===== config.mk =====
export PLATFORM = sky130hd
export DESIGN_NAME = spi_wrapper
export DESIGN_NICKNAME = d
export VERILOG_FILES = /design/src/rtl/spi_wrapper.sv
export SDC_FILE = /design/constraint.sdc
export NUM_CORES = 2
export LEC_CHECK = 0
export ABC_CLOCK_PERIOD_IN_PS = 11800
export CORE_MARGIN = 8
export CORE_UTILIZATION = 30
export CTS_BUF_LIST = sky130_fd_sc_hd__clkbuf_4 sky130_fd_sc_hd__clkbuf_8
export CTS_CLUSTER_DIAMETER = 30
export DETAILED_ROUTE_END_ITERATION = 7
export SLEW_MARGIN = 20
export SYNTH_ARGS = -nofsm -noshare
export SYNTH_HDL_FRONTEND = slang
export SYNTH_SLANG_ARGS = --single-unit

===== constraint.sdc =====
create_clock -name clk -period 11.8 [get_ports clk]
set_clock_uncertainty 0.2 [all_clocks]
set_input_delay 2.36 -clock clk [delete_from_list [all_inputs] [get_ports clk]]
set_output_delay 2.36 -clock clk [all_outputs]
set_load 0.005 [all_outputs]

===== src/rtl/spi_wrapper.sv =====
// spi_wrapper: SPI slave front end with a 256x8 single-port RAM.
// Takes 10-bit command words on MOSI, MSB first, while SS_n is low.
// Bits [9:8] of each word select an action on the RAM; bits [7:0] carry the payload.
// Read data goes back on MISO, MSB first.
// Ports:
//   clk   - system clock, rising edge
//   rst_n - synchronous reset, active HIGH (the name is historical)
//   MOSI  - serial command/data in
//   MISO  - serial read data out, registered, 0 when idle
//   SS_n  - slave select, active low; high aborts or ends a frame
module spi_wrapper (
    input  logic clk,
    input  logic rst_n,
    input  logic MOSI,
    output logic MISO,
    input  logic SS_n
);
    typedef enum logic [2:0] {IDLE, CHK_CMD, WRITE, READ_ADD, READ_DATA} state_t;

    state_t      state, state_nxt;
    logic [8:0]  rx_sr;        // bits 9..1 of the word in flight
    logic [3:0]  bit_cnt;      // bits still to come before bit 0
    logic [9:0]  rx_data;
    logic        rx_valid;
    logic [7:0]  mem [0:255];
    logic [7:0]  write_addr, read_addr, dout;
    logic        tx_valid, rd_addr_ok;
    logic        got_word;     // READ_DATA: word received, now waiting on or sending dout
    logic        tx_active;
    logic [2:0]  tx_left;
    logic [6:0]  tx_sr;
    logic        shifting, last_bit, tx_last;

    always_comb begin
        shifting  = (state == WRITE) || (state == READ_ADD) ||
                    ((state == READ_DATA) && !got_word);
        last_bit  = shifting && (bit_cnt == 4'd0);
        tx_last   = (state == READ_DATA) && tx_active && (tx_left == 3'd1);
        state_nxt = state;
        case (state)
            IDLE:      if (!SS_n) state_nxt = CHK_CMD;
            CHK_CMD:   state_nxt = MOSI ? (rd_addr_ok ? READ_DATA : READ_ADD) : WRITE;
            WRITE,
            READ_ADD:  if (last_bit) state_nxt = CHK_CMD;
            READ_DATA: begin
                // If bit 8 of the word is 0, the word is not a data read.
                // Nothing will be sent, so the word ends here.
                if (last_bit && !rx_sr[7]) state_nxt = CHK_CMD;
                else if (tx_last)          state_nxt = CHK_CMD;
            end
            default:   state_nxt = IDLE;
        endcase
        if (SS_n) state_nxt = IDLE;
    end

    always_ff @(posedge clk) begin
        if (rst_n) begin
            state      <= IDLE;
            rx_sr      <= '0;
            bit_cnt    <= '0;
            rx_data    <= '0;
            rx_valid   <= 1'b0;
            write_addr <= '0;
            read_addr  <= '0;
            dout       <= '0;
            tx_valid   <= 1'b0;
            rd_addr_ok <= 1'b0;
            got_word   <= 1'b0;
            tx_active  <= 1'b0;
            tx_left    <= '0;
            tx_sr      <= '0;
            MISO       <= 1'b0;
        end else begin
            state    <= state_nxt;
            rx_valid <= 1'b0;
            tx_valid <= 1'b0;
            MISO     <= 1'b0;
            got_word <= (state_nxt == READ_DATA) && (got_word || last_bit);

            // receive
            if (!SS_n) begin
                if (state == CHK_CMD) begin
                    rx_sr   <= {rx_sr[7:0], MOSI};
                    bit_cnt <= 4'd8;
                end else if (shifting) begin
                    if (bit_cnt == 4'd0) begin
                        rx_data  <= {rx_sr, MOSI};
                        rx_valid <= 1'b1;
                    end else begin
                        rx_sr   <= {rx_sr[7:0], MOSI};
                        bit_cnt <= bit_cnt - 4'd1;
                    end
                end
            end

            // RAM command decode (the memory write itself is below)
            if (rx_valid) begin
                case (rx_data[9:8])
                    2'b00: write_addr <= rx_data[7:0];
                    2'b10: begin
                        read_addr  <= rx_data[7:0];
                        rd_addr_ok <= 1'b1;
                    end
                    2'b11: begin
                        dout     <= mem[read_addr];
                        tx_valid <= 1'b1;
                    end
                    default: ;
                endcase
            end

            // transmit: only a word taken in READ_DATA is sent out
            if ((state == READ_DATA) && !SS_n) begin
                if (tx_valid && got_word && !tx_active) begin
                    MISO      <= dout[7];
                    tx_sr     <= dout[6:0];
                    tx_left   <= 3'd7;
                    tx_active <= 1'b1;
                end else if (tx_active) begin
                    MISO    <= tx_sr[6];
                    tx_sr   <= {tx_sr[5:0], 1'b0};
                    tx_left <= tx_left - 3'd1;
                    if (tx_left == 3'd1) begin
                        tx_active  <= 1'b0;
                        rd_addr_ok <= 1'b0;
                    end
                end
            end else begin
                tx_active <= 1'b0;
            end
        end
    end

    // Memory contents are not reset. Writes are held off during reset.
    always_ff @(posedge clk) begin
        if (!rst_n && rx_valid && (rx_data[9:8] == 2'b01))
            mem[write_addr] <= rx_data[7:0];
    end
endmodule


==> impl_summary.md <==
Status
The flow ran to the end, and the final reports show no timing, DRC or antenna violations.

STA
The actual slew at the worst max-slew pin is between 1000 and 1500 ps. The worst path in the final design needs a cycle of 5105 ps, including I/O delays and setup. The count of endpoints failing hold in the final timing report was 0.

In this run the tightest slew margin relative to its limit is 15.47%. The maximum clock rate is 195.9 MHz. The share of the clock period used by the worst path is between 40% and 50%. The number of pins with negative max-slew slack in the final report is 0. After routing, the total negative slack on setup checks comes to 0 ps. The setup violation total in the final timing report is 0.

Setup repair after global routing left no endpoint under its margin.

Min path
In this run the most critical hold path is launched from tx_sr[4]. The class of the worst hold path is register to register. The worst hold path passes through 2 cells.

The worst-case hold path end point is tx_sr[5].

Critical path
The largest fanout on the critical path is 48. The worst path required time is between 10,000 and 15,000 ps. The worst-path cell with the longest stage delay is a2111oi_1. The start of the worst register-to-register path is read_addr[1]. The worst reg-to-reg path cell count is 10. The critical path start-end classification is register to register.

The element type at the critical path start is a register. The kind of cell adding the most delay to the critical path is buffers and inverters. The endpoint of the worst-slack reg-to-reg timing path is dout[6].

Counting both buffers and inverters, the worst setup path holds a total of 3. The arrival time at the worst endpoint is roughly 5900 ps. Walking the worst path, the cells encountered are buf_4 > buf_4 > buf_4 > mux4_1 > nand2_1 > a21oi_1 > a2111oi_1 > a221o_1 > or4_1 > o211ai_1. The delay of the slowest critical-path stage is between 1000 and 1500 ps.

The cell with the most instances on the worst path is buf_4. The type of destination of the critical path is a register. The setup check on the worst reg-to-reg path leaves a slack of around 6700 ps.

Synthesis
In this run the cell area of the synthesized design comes to 82,560 um^2. Counting every net in the synthesized netlist gives approximately 4,200. Synthesis produced between 4,000 and 5,000 cells. The main flop type after synthesis is edfxtp_1. The share of flip-flops with an asynchronous set or reset is 0%. Yosys mapped the design onto 75 distinct sky130hd cell types. The number of synthesized flops with an enable pin is between 2,000 and 2,500. The synthesized design contains 2,114 register bits. Yosys printed 0 warnings. The average cell area after synthesis is slightly below 20 um^2. After synthesis, flip-flops and latches occupy approximately 76% of the total area.

Placement
Input and output buffers added on the ports amount to 4. Once placement finished, the instance area stood at around 86,000 um^2. The congestion estimate from routability-driven global placement came to ~0.87. The wire-length estimate of the detail-placed layout is roughly 140 mm.

Power and ir drop
For this design the static power due to leakage is between 20 and 30 nW. The maximum VDD drop is roughly 0.00011 V. For this design the ratio of total power to cell area is ~170 nW/um^2.

Job
The number of max-capacitance violations reported is 0.

Clock tree
The clock tree buffer depth is 4. Once the clock tree was built, the setup fixing pass inserted 0 buffers. For this design, the sink count on the clock tree is ~2,100.

The clock reaches the later pin of the worst-skew pair after between 1000 and 1500 ps. In this run, post-CTS repair resized a total of 0 instances. The clock transition at the registers of the reported paths is 60 ps. The number of clock buffers inserted by TritonCTS is between 400 and 500. TritonCTS built the clock tree. The H-tree was split into 5 levels. The number of hold buffers added after CTS was 0.

The root buffer selected by CTS is clkbuf_8.

GRT
The residual overflow from global routing is 0. The number of global-route vias before repair is approximately 44,000. The number of antenna violations at the first check in global routing is 5. The global router's overall resource usage is approximately 15%.

The first global-routing pass estimated 330.1 mm of wire. The maximum number of pins on one net before global-route repair is about 150.

Drt
The via-per-instance ratio is roughly 5.3. The total via count in the routed design is 43,760. The post-detailed-routing wire length is 232.8 mm.

The number of detailed-route iterations in the first pass is 5. In the routed design, unresolved DRC markers number 0. In this run, the number of DRC markers left after iteration 0 of detailed routing was roughly 6,000. The count of nets left with antenna violations once routing finished came out at 0. The wire length per cell is 27.94 um.

Die
The die outline width is 540.6 um. The placeable core region is 273,600 um^2. In this run the core area contains 192 standard-cell rows. The die covers 292,200 um^2. 5 I/O pins were placed. From bottom edge to top edge, the die measures roughly 540 um. The starting utilization of the core area is around 30%.

Cells and area
The most common cell after layout, fill and taps aside is edfxtp_1. The top cell types in the final layout, fill and taps aside, are edfxtp_1 (2,048), clkbuf_8 (419), mux4_2 (372). Relative to the synthesized area, the layout overhead comes to 15.60%. The finished cells cover about 95,000 um^2. The share of layout cells above drive strength 1 is between 20 and 30%.

At the end of the flow, the number of nets in the layout was approximately 4,400.
-- per-layer routing --
layer | global-route usage, % | part of all wire [%] | vias up
li1 | - | - | 17800
met1 | 21.17 | 41 | 22940
met2 | 23.55 | 46 | 2574
met3 | 3.763 | 9.5 | 441
met4 | 6.025 | 3.9 | 4
met5 | 0 | 0.013 | -
-- report_power, final --
part | internal, mW | switching, mW
clock | 4.83 | 3.26
sequential | 8.11 | 0.00168
combinational | 0.00384 | 0.0116
total | 12.9 | 3.27
-- cell type report --
cell class / count / area, um^2
Clock buffer: 479 / 6217
Inverter: 13 / 51.30
Tap cell: 3589 / 4491
Multi-Input combinational cell: 1792 / 18080
Fill cell: 25130 / 178200
Sequential cell: 2114 / 62870
Antenna cell: 3 / 7.507
Timing Repair Buffer: 89 / 810.8
Clock inverter: 253 / 2917
-- cell usage after synthesis, types with 21 or more instances --
cell type	n	area, um^2
edfxtp_1	2048	61500
a22oi_1	35	262.8
nor3_1	39	195.2
o221ai_1	45	394.1
nor2_1	344	1291
nand2_1	147	551.8
nand3_1	28	140.1
clkbuf_1	92	345.3
o22ai_1	91	569.3
buf_4	21	157.7
buf_2	63	315.3
o21ai_0	39	195.2
buf_6	27	304.0
mux2i_1	318	3183
a21oi_1	60	300.3
a211oi_1	49	367.9
mux4_2	372	8378
dfxtp_1	66	1321
-- tightest hold or removal path: cells and delay by family (launching register included) --
kind	cells	cell delay, ps
compound gates	1	80
flops	1	300
simple gates	1	50
-- per-stage QoR --
step / total power [mW] / instances / util, % / hold WS (ps) / setup WS (ps)
after floorplan: 8.275 / 4166 / - / 235.3 / 7311
after global placement: 8.279 / 7597 / 31.53 / 266.9 / 6095
after detailed placement: 8.279 / 7597 / 31.54 / 271.3 / 6115
after CTS: 16.29 / 8329 / 34.88 / 275.7 / 6688
after global routing: 16.62 / 8330 / 34.88 / 308.2 / 6530
final: 16.21 / 8332 / 34.88 / 278.6 / 6695
-- worst max-delay path by stage --
stage                  from     endpoint  cells after the start
6_report       read_addr[1]      dout[6]                     10
5_1_grt        read_addr[0]      dout[2]                      7
4_1_cts        read_addr[0]      dout[2]                      7
3_5_place_dp          rst_n  mem[100][7]                      5
3_3_place_gp          rst_n   mem[78][5]                      6
2_1_floorplan    rx_data[0]    mem[0][0]                      0
-- registers in the layout, summed over array words and instances, names as in the netlist --
name        count
write_addr      8
tx_sr           7
bit_cnt         4
mem          2048
rx_valid        1
dout            8
read_addr       8
rx_sr           9
tx_active       1
tx_left         3
rd_addr_ok      1
MISO            1
rx_data        10
state           3
got_word        1
tx_valid        1
-- cell families (layout without fill, tap and decap cells) --
| family | Yosys count | count (layout) | share of synthesized area [%] |
|---|---|---|---|
| AND/OR/NAND/NOR | 646 | 646 | 3.357 |
| flip-flops | 2114 | 2114 | 76.09 |
| multiplexers | 717 | 717 | 14.72 |
| other | 0 | 3 | 0 |
| adder cells (fa/ha/maj) | 3 | 3 | 0.04547 |
| buffers and inverters | 260 | 834 | 2.138 |
| AO/OA/AOI/OAI | 424 | 424 | 3.633 |
| XOR/XNOR | 2 | 2 | 0.02122 |
(Power assumes the default switching activity.)
